File: src/rtl/des128_key_schedule_if.sv
// des128_key_schedule_if
//   Bundles the key-load and round-key handshakes of des128_key_schedule.
//   Ports (slave = schedule block view):
//     key_in, decrypt, key_valid -> key_ready   : key load channel
//     rk_out, rk_round, rk_valid <- rk_ready    : round-key channel
//     busy, done                                : status
//     dbg_state                                 : FSM state (0 = IDLE, 1 = RUN)
//
// Handshake rule for both channels: a transfer happens at a rising clk edge
// where valid and ready are both 1. The producer holds its payload stable
// while valid is 1 and ready is 0. The consumer may change ready at any time.
interface des128_key_schedule_if #(
  parameter int HALF_W = 56
);
  logic [2*HALF_W-1:0] key_in;
  logic                decrypt;
  logic                key_valid;
  logic                key_ready;
  logic [2*HALF_W-1:0] rk_out;
  logic [3:0]          rk_round;
  logic                rk_valid;
  logic                rk_ready;
  logic                busy;
  logic                done;
  logic                dbg_state;

  modport master (
    output key_in, decrypt, key_valid, rk_ready,
    input  key_ready, rk_out, rk_round, rk_valid, busy, done, dbg_state
  );

  modport slave (
    input  key_in, decrypt, key_valid, rk_ready,
    output key_ready, rk_out, rk_round, rk_valid, busy, done, dbg_state
  );
endinterface

File: src/rtl/des128_key_schedule.sv
// des128_key_schedule
//   Iterative round-key generator for the 128-bit expanded DES datapath.
//   Takes the post-PC-1 key as two HALF_W halves {C, D}, then emits the 16
//   rotated {C, D} states, one per accepted round-key handshake, in encrypt
//   order (K1..K16) or decrypt order (K16..K1).
//   Ports:
//     clk  : rising-edge clock
//     rst  : synchronous active-high reset
//     bus  : des128_key_schedule_if.slave (key load, round-key output, status)
module des128_key_schedule #(
  parameter int HALF_W      = 56,
  parameter int ROUNDS      = 16,
  parameter int TOTAL_SHIFT = 28
) (
  input  logic                     clk,
  input  logic                     rst,
  des128_key_schedule_if.slave     bus
);

  typedef enum logic {
    IDLE = 1'b0,
    RUN  = 1'b1
  } state_t;

  state_t              state;
  logic [3:0]          cnt;       // round keys already handed off
  logic                mode;      // latched decrypt flag
  logic [2*HALF_W-1:0] rk_q;
  logic [3:0]          round_q;
  logic                rk_valid_q;
  logic                key_ready_q;
  logic                busy_q;
  logic                done_q;

  logic [HALF_W-1:0]   c_in, d_in;
  logic [HALF_W-1:0]   c_cur, d_cur;
  logic [HALF_W-1:0]   c_nxt, d_nxt;
  logic                adv_two;

  // Shift schedule indexed by 0-based round: one position for K1, K2, K9,
  // K16, two positions for every other round.
  function automatic logic two_step(input logic [3:0] r);
    return !(r == 4'd0 || r == 4'd1 || r == 4'd8 || r == 4'd15);
  endfunction

  function automatic logic [HALF_W-1:0] rotl_s(input logic [HALF_W-1:0] x,
                                               input logic two);
    return two ? {x[HALF_W-3:0], x[HALF_W-1:HALF_W-2]}
               : {x[HALF_W-2:0], x[HALF_W-1]};
  endfunction

  function automatic logic [HALF_W-1:0] rotr_s(input logic [HALF_W-1:0] x,
                                               input logic two);
    return two ? {x[1:0], x[HALF_W-1:2]}
               : {x[0], x[HALF_W-1:1]};
  endfunction

  // Decrypt starts from K16, i.e. the sum of the whole schedule.
  function automatic logic [HALF_W-1:0] rotl_total(input logic [HALF_W-1:0] x);
    return {x[HALF_W-1-TOTAL_SHIFT:0], x[HALF_W-1:HALF_W-TOTAL_SHIFT]};
  endfunction

  assign c_in  = bus.key_in[2*HALF_W-1:HALF_W];
  assign d_in  = bus.key_in[HALF_W-1:0];
  assign c_cur = rk_q[2*HALF_W-1:HALF_W];
  assign d_cur = rk_q[HALF_W-1:0];

  // Encrypt moves Kj -> Kj+1 with the shift of the next round; decrypt undoes
  // the shift of the current round to step Kj -> Kj-1.
  always_comb begin
    adv_two = mode ? two_step(round_q) : two_step(round_q + 4'd1);
    c_nxt   = mode ? rotr_s(c_cur, adv_two) : rotl_s(c_cur, adv_two);
    d_nxt   = mode ? rotr_s(d_cur, adv_two) : rotl_s(d_cur, adv_two);
  end

  always_ff @(posedge clk) begin
    if (rst) begin
      state       <= IDLE;
      cnt         <= 4'd0;
      mode        <= 1'b0;
      rk_q        <= '0;
      round_q     <= 4'd0;
      rk_valid_q  <= 1'b0;
      key_ready_q <= 1'b1;
      busy_q      <= 1'b0;
      done_q      <= 1'b0;
    end else begin
      done_q <= 1'b0;
      case (state)
        IDLE: begin
          if (bus.key_valid) begin
            state       <= RUN;
            cnt         <= 4'd0;
            mode        <= bus.decrypt;
            rk_valid_q  <= 1'b1;
            key_ready_q <= 1'b0;
            busy_q      <= 1'b1;
            if (bus.decrypt) begin
              rk_q    <= {rotl_total(c_in), rotl_total(d_in)};
              round_q <= 4'd15;
            end else begin
              rk_q    <= {rotl_s(c_in, 1'b0), rotl_s(d_in, 1'b0)};
              round_q <= 4'd0;
            end
          end
        end
        RUN: begin
          if (bus.rk_ready) begin
            if (cnt == 4'(ROUNDS - 1)) begin
              // Last key handed off: rk_out/rk_round keep their final values.
              state       <= IDLE;
              rk_valid_q  <= 1'b0;
              key_ready_q <= 1'b1;
              busy_q      <= 1'b0;
              done_q      <= 1'b1;
            end else begin
              cnt     <= cnt + 4'd1;
              rk_q    <= {c_nxt, d_nxt};
              round_q <= mode ? round_q - 4'd1 : round_q + 4'd1;
            end
          end
        end
        default: state <= IDLE;
      endcase
    end
  end

  assign bus.rk_out    = rk_q;
  assign bus.rk_round  = round_q;
  assign bus.rk_valid  = rk_valid_q;
  assign bus.key_ready = key_ready_q;
  assign bus.busy      = busy_q;
  assign bus.done      = done_q;
  assign bus.dbg_state = state;

endmodule

File: src/flat_wrapper.sv
// flat-port wrapper written by rule: the top's interface ports become plain ports
module des128_key_schedule_flat 
#(
  parameter int HALF_W      = 56,
  parameter int ROUNDS      = 16,
  parameter int TOTAL_SHIFT = 28
)
  (clk, rst, bus_key_in, bus_decrypt, bus_key_valid, bus_rk_ready, bus_key_ready, bus_rk_out, bus_rk_round, bus_rk_valid, bus_busy, bus_done, bus_dbg_state);
  des128_key_schedule_if #(.HALF_W(HALF_W)) bus_i ();
  input  logic clk;
  input  logic rst;
  input wire logic [$bits(bus_i.key_in)-1:0] bus_key_in;
  input wire logic [$bits(bus_i.decrypt)-1:0] bus_decrypt;
  input wire logic [$bits(bus_i.key_valid)-1:0] bus_key_valid;
  input wire logic [$bits(bus_i.rk_ready)-1:0] bus_rk_ready;
  output wire logic [$bits(bus_i.key_ready)-1:0] bus_key_ready;
  output wire logic [$bits(bus_i.rk_out)-1:0] bus_rk_out;
  output wire logic [$bits(bus_i.rk_round)-1:0] bus_rk_round;
  output wire logic [$bits(bus_i.rk_valid)-1:0] bus_rk_valid;
  output wire logic [$bits(bus_i.busy)-1:0] bus_busy;
  output wire logic [$bits(bus_i.done)-1:0] bus_done;
  output wire logic [$bits(bus_i.dbg_state)-1:0] bus_dbg_state;
  assign bus_i.key_in = bus_key_in;
  assign bus_i.decrypt = bus_decrypt;
  assign bus_i.key_valid = bus_key_valid;
  assign bus_i.rk_ready = bus_rk_ready;
  assign bus_key_ready = bus_i.key_ready;
  assign bus_rk_out = bus_i.rk_out;
  assign bus_rk_round = bus_i.rk_round;
  assign bus_rk_valid = bus_i.rk_valid;
  assign bus_busy = bus_i.busy;
  assign bus_done = bus_i.done;
  assign bus_dbg_state = bus_i.dbg_state;
  des128_key_schedule #(.HALF_W(HALF_W), .ROUNDS(ROUNDS), .TOTAL_SHIFT(TOTAL_SHIFT)) u_core (.clk(clk), .rst(rst), .bus(bus_i));
endmodule
File: config.mk
export PLATFORM = sky130hd
export DESIGN_NAME = des128_key_schedule_flat
export DESIGN_NICKNAME = d
export VERILOG_FILES = /design/src/rtl/des128_key_schedule_if.sv /design/src/rtl/des128_key_schedule.sv /design/src/flat_wrapper.sv
export SDC_FILE = /design/constraint.sdc
export NUM_CORES = 1
export LEC_CHECK = 0
export CAP_MARGIN = 20
export CORE_MARGIN = 2
export CORE_UTILIZATION = 50
export CTS_BUF_LIST = sky130_fd_sc_hd__clkbuf_4
export DETAILED_ROUTE_END_ITERATION = 8
export GPL_ROUTABILITY_DRIVEN = 0
export HOLD_SLACK_MARGIN = 0.06
export PLACE_DENSITY = 0.9
export SLEW_MARGIN = 25
export SYNTH_ARGS = -nofsm -noshare
export SYNTH_HDL_FRONTEND = slang
export SYNTH_SLANG_ARGS = --single-unit
File: constraint.sdc
create_clock -name clk -period 5.6 [get_ports clk]
set_input_delay 1.12 -clock clk [delete_from_list [all_inputs] [get_ports clk]]
set_output_delay 1.12 -clock clk [all_outputs]
set_load 0.005 [all_outputs]
==> impl_metrics.csv <==
group,metric,value,unit
clock_tree,cts_sinks,125,
route,wl_per_cell,22.4,um
sta,fmax,0.283,GHz
sta,rsz0062_at_grt,"false",
worst_setup_path,reg2reg_depth,7,
die,die_w,158,um
logic_synthesis,synthesis.area,0.0119,sq mm
clock_tree,hold_buffers,0,
global_route,busiest_layer,"met2",
clock_tree,cts_buffers,17,
route,drt_iter0_drc,2643,
worst_setup_path,cp-end-kind,"flop",
sta,report.final.setup_viol,0,
route,drcViolationCount,0,
min_path,hold_class,"flop to flop",
sta,finalHoldViolations,0,
clock_tree,clk_latency,0.61,ns
clock_tree,htree_levels,4,
die,start_util,0.508,
power_and_ir_drop,p_seq_frac,0.373,
min_path,hold_path_depth,1,
cells_and_area,syn2layout_area_growth,20.9,%
route,drt_wl_total,45700,um
placement,detailedPlace.worstSlack,1.85,ns
worst_setup_path,crit_type,"flop to flop",
power_and_ir_drop,power_leakage,0.00453,uW
worst_setup_path,start_kind,"flop",
power_and_ir_drop,p_per_area,206,mW/mm^2
cells_and_area,drive_gt1_frac,0.0447,
sta,slew_headroom,0.305,
logic_synthesis,syn_inst,1618,
clock_tree,cts_setup_buffers,0,
logic_synthesis,postSynthAreaPerCell,7.34,sq um
logic_synthesis,yosysTopAreaCell,"dfxtp_1",
logic_synthesis,synth_top_flop_cell,"dfxtp_1",
route,vias_per_cell,7.07,
logic_synthesis,ys_top_cells_by_area,"dfxtp_1 21%, a211oi_1 21%, mux2i_1 9.9%",
die,dieArea,0.0250,sq mm
logic_synthesis,synth_edf_count,0,
placement,dp.final_hpwl,28200,um
power_and_ir_drop,p_switching,1330,uW
global_route,use_met2,0.514,
job,maxCapViolCount,0,
clock_tree,cts_buffer_depth,2,
die,fp-row-count,56,
die,ios,238,
worst_setup_path,crit_path_max_fanout,69,
logic_synthesis,async_reset_ff_frac,0,
die,coreArea,0.0234,sq mm
logic_synthesis,syn_nets,1741,
power_and_ir_drop,p_sw_frac,0.449,
power_and_ir_drop,ir_worst_vdd,0.147,mV
logic_synthesis,synth.ff_latch_count,125,
placement,post_dp_cell_area,0.0141,sq mm
global_route,track_usage,0.351,
worst_setup_path,cp.required,6.13,ns
sta,setup-tns-final,0,ns
worst_setup_path,worst_ep_arrival_time,4.06,ns
logic_synthesis,synth-warning-count,0,
route,firstDrtPassIters,6,
logic_synthesis,synth-seq-area-share,0.211,
power_and_ir_drop,power_frac_comb,0.411,
run_status,status,"complete, no violations",
global_route,met3_usage,0.0879,
sta,skew,0.0270,ns
global_route,grt_overflow,0,
cells_and_area,design_area,0.0144,sq mm
sta,slew_viol_final,0,
global_route,antenna_found_initial,1,
route,num_vias,14451,
global_route,grt_max_degree,121,
route,drtAntennaViolNets,0,
power_and_ir_drop,clock_power_share,0.216,
die,die_h,158,um
logic_synthesis,synth_cell_type_count,50,
power_and_ir_drop,intPower,1630,uW
sta,fin_crit,3.53,ns
clock_tree,cts-root-buf,"clkbuf_4",
global_route,grt_pass1_wl,71600,um
clock_tree,cts_tree,"yes",
clock_tree,cts-resized-gates,0,
clock_tree,clk_pin_slew,0.15,ns
global_route,grt_pass1_vias,12955,
sta,finalWorstSetupSlack,2.07,ns
cells_and_area,nNetsFinal,1833,
sta,tightest_slew,1.04,ns
power_and_ir_drop,power,2960,uW
placement,io_buffer_count,237,
sta,finalCritPeriodShare,0.630,
logic_synthesis,synth_top_area_share,0.211,
global_route,use_met1,0.485,
-- layout make-up --
class,count,area [sq um]
clock buffers,17,128
inverters,110,413
fillers,2016,9040
flip-flops and latches,125,2510
clock inverters,15,124
diodes,1,2.50
well taps,319,399
repair buffers,260,2640
multi-input cells,1196,8150
-- layer usage --
metal	part of all wire	up-vias
met1	0.39	6660
met5	0	-
met3	0.13	195
met2	0.43	1236
met4	0.047	0
li1	-	6360
-- cell usage in the layout (no fill, tap or decap), types with 17 or more instances in the layout --
master           instances
a211oi_1               328
clkdlybuf4s50_1        235
o21ai_0                221
dfxtp_1                124
nand2_1                117
mux2i_1                117
nor2_1                 116
inv_1                  110
a21o_1                 108
a2111oi_0               52
a2111oi_1               50
clkbuf_4                17
-- metrics by stage --
step	instances	hold WS, ns	util
floorplan	1618	0.461	-
global placement	2008	0.471	0.600
detailed placement	2009	0.479	0.601
CTS	2041	0.510	0.612
global route	2043	0.529	0.614
finish	2043	0.509	0.614
-- worst paths after layout --
| kind | from | endpoint | slack (ns) |
|---|---|---|---|
| max | u_core.bus.rk_round[0] | u_core.bus.rk_out[82] | 2.07 |
| max reg2reg | u_core.bus.rk_round[0] | u_core.bus.rk_out[82] | 2.07 |
| min reg2reg | u_core.bus.key_ready | u_core.bus.key_ready | 0.51 |
| min | u_core.bus.key_ready | u_core.bus.key_ready | 0.51 |
-- state kept, by name (all words and copies together), names as in the netlist --
name                  cells
u_core.bus.busy           1
u_core.bus.dbg_state      1
u_core.bus.done           1
u_core.bus.key_ready      1
u_core.bus.rk_out       112
u_core.bus.rk_round       4
u_core.cnt                4
u_core.mode               1
-- cells in the mapped netlist (2+ instances only) --
cell type,count
a211oi_1,328
o21ai_0,221
dfxtp_1,125
clkbuf_1,120
nand2_1,118
mux2i_1,117
nor2_1,116
inv_1,110
a21o_1,108
a2111oi_0,52
a2111oi_1,50
buf_2,45
a21oi_1,11
buf_6,11
nor3_1,10
ha_1,6
o31ai_1,6
a2111oi_2,5
buf_1,5
buf_4,5
and2_1,4
and3_1,3
nand3_1,3
nor2b_1,3
o32a_1,3
xor2_1,3
a311o_1,2
a31oi_1,2
nor3b_1,2
nor4_1,2
nor4b_1,2
o32ai_1,2
-- cells by family (layout without fill, tap and decap cells) --
| group | count (synthesis) | in the layout | share of synthesized area |
|---|---|---|---|
| flip-flops | 125 | 125 | 0.211 |
| buffers and inverters | 297 | 402 | 0.107 |
| AND/OR/NAND/NOR | 267 | 267 | 0.0914 |
| other | 0 | 1 | 0 |
| AO/OA/AOI/OAI | 801 | 801 | 0.481 |
| multiplexers | 118 | 118 | 0.100 |
| XOR/XNOR | 4 | 4 | 0.00295 |
| adder cells (fa/ha/maj) | 6 | 6 | 0.00632 |
-- worst max-delay path, cell delays in order, from the launching register on --
cell	delay [ns]
dfxtp_1	0.53
ha_1	0.40
mux2i_4	0.28
buf_4	0.59
a21o_4	0.76
buf_4	0.44
a2111oi_0	0.17
a211oi_1	0.26
-- power by group through the flow --
| stage | clock network [uW] | registers, uW | logic, uW |
|---|---|---|---|
| after global placement | 0 | 1110 | 1140 |
| after floorplan | 0 | 1070 | 738 |
| after global routing | 660 | 1110 | 1290 |
| after CTS | 628 | 1090 | 1160 |
| after detailed placement | 0 | 1110 | 1160 |
| final | 638 | 1100 | 1220 |
Power figures use the tool's default switching activity.
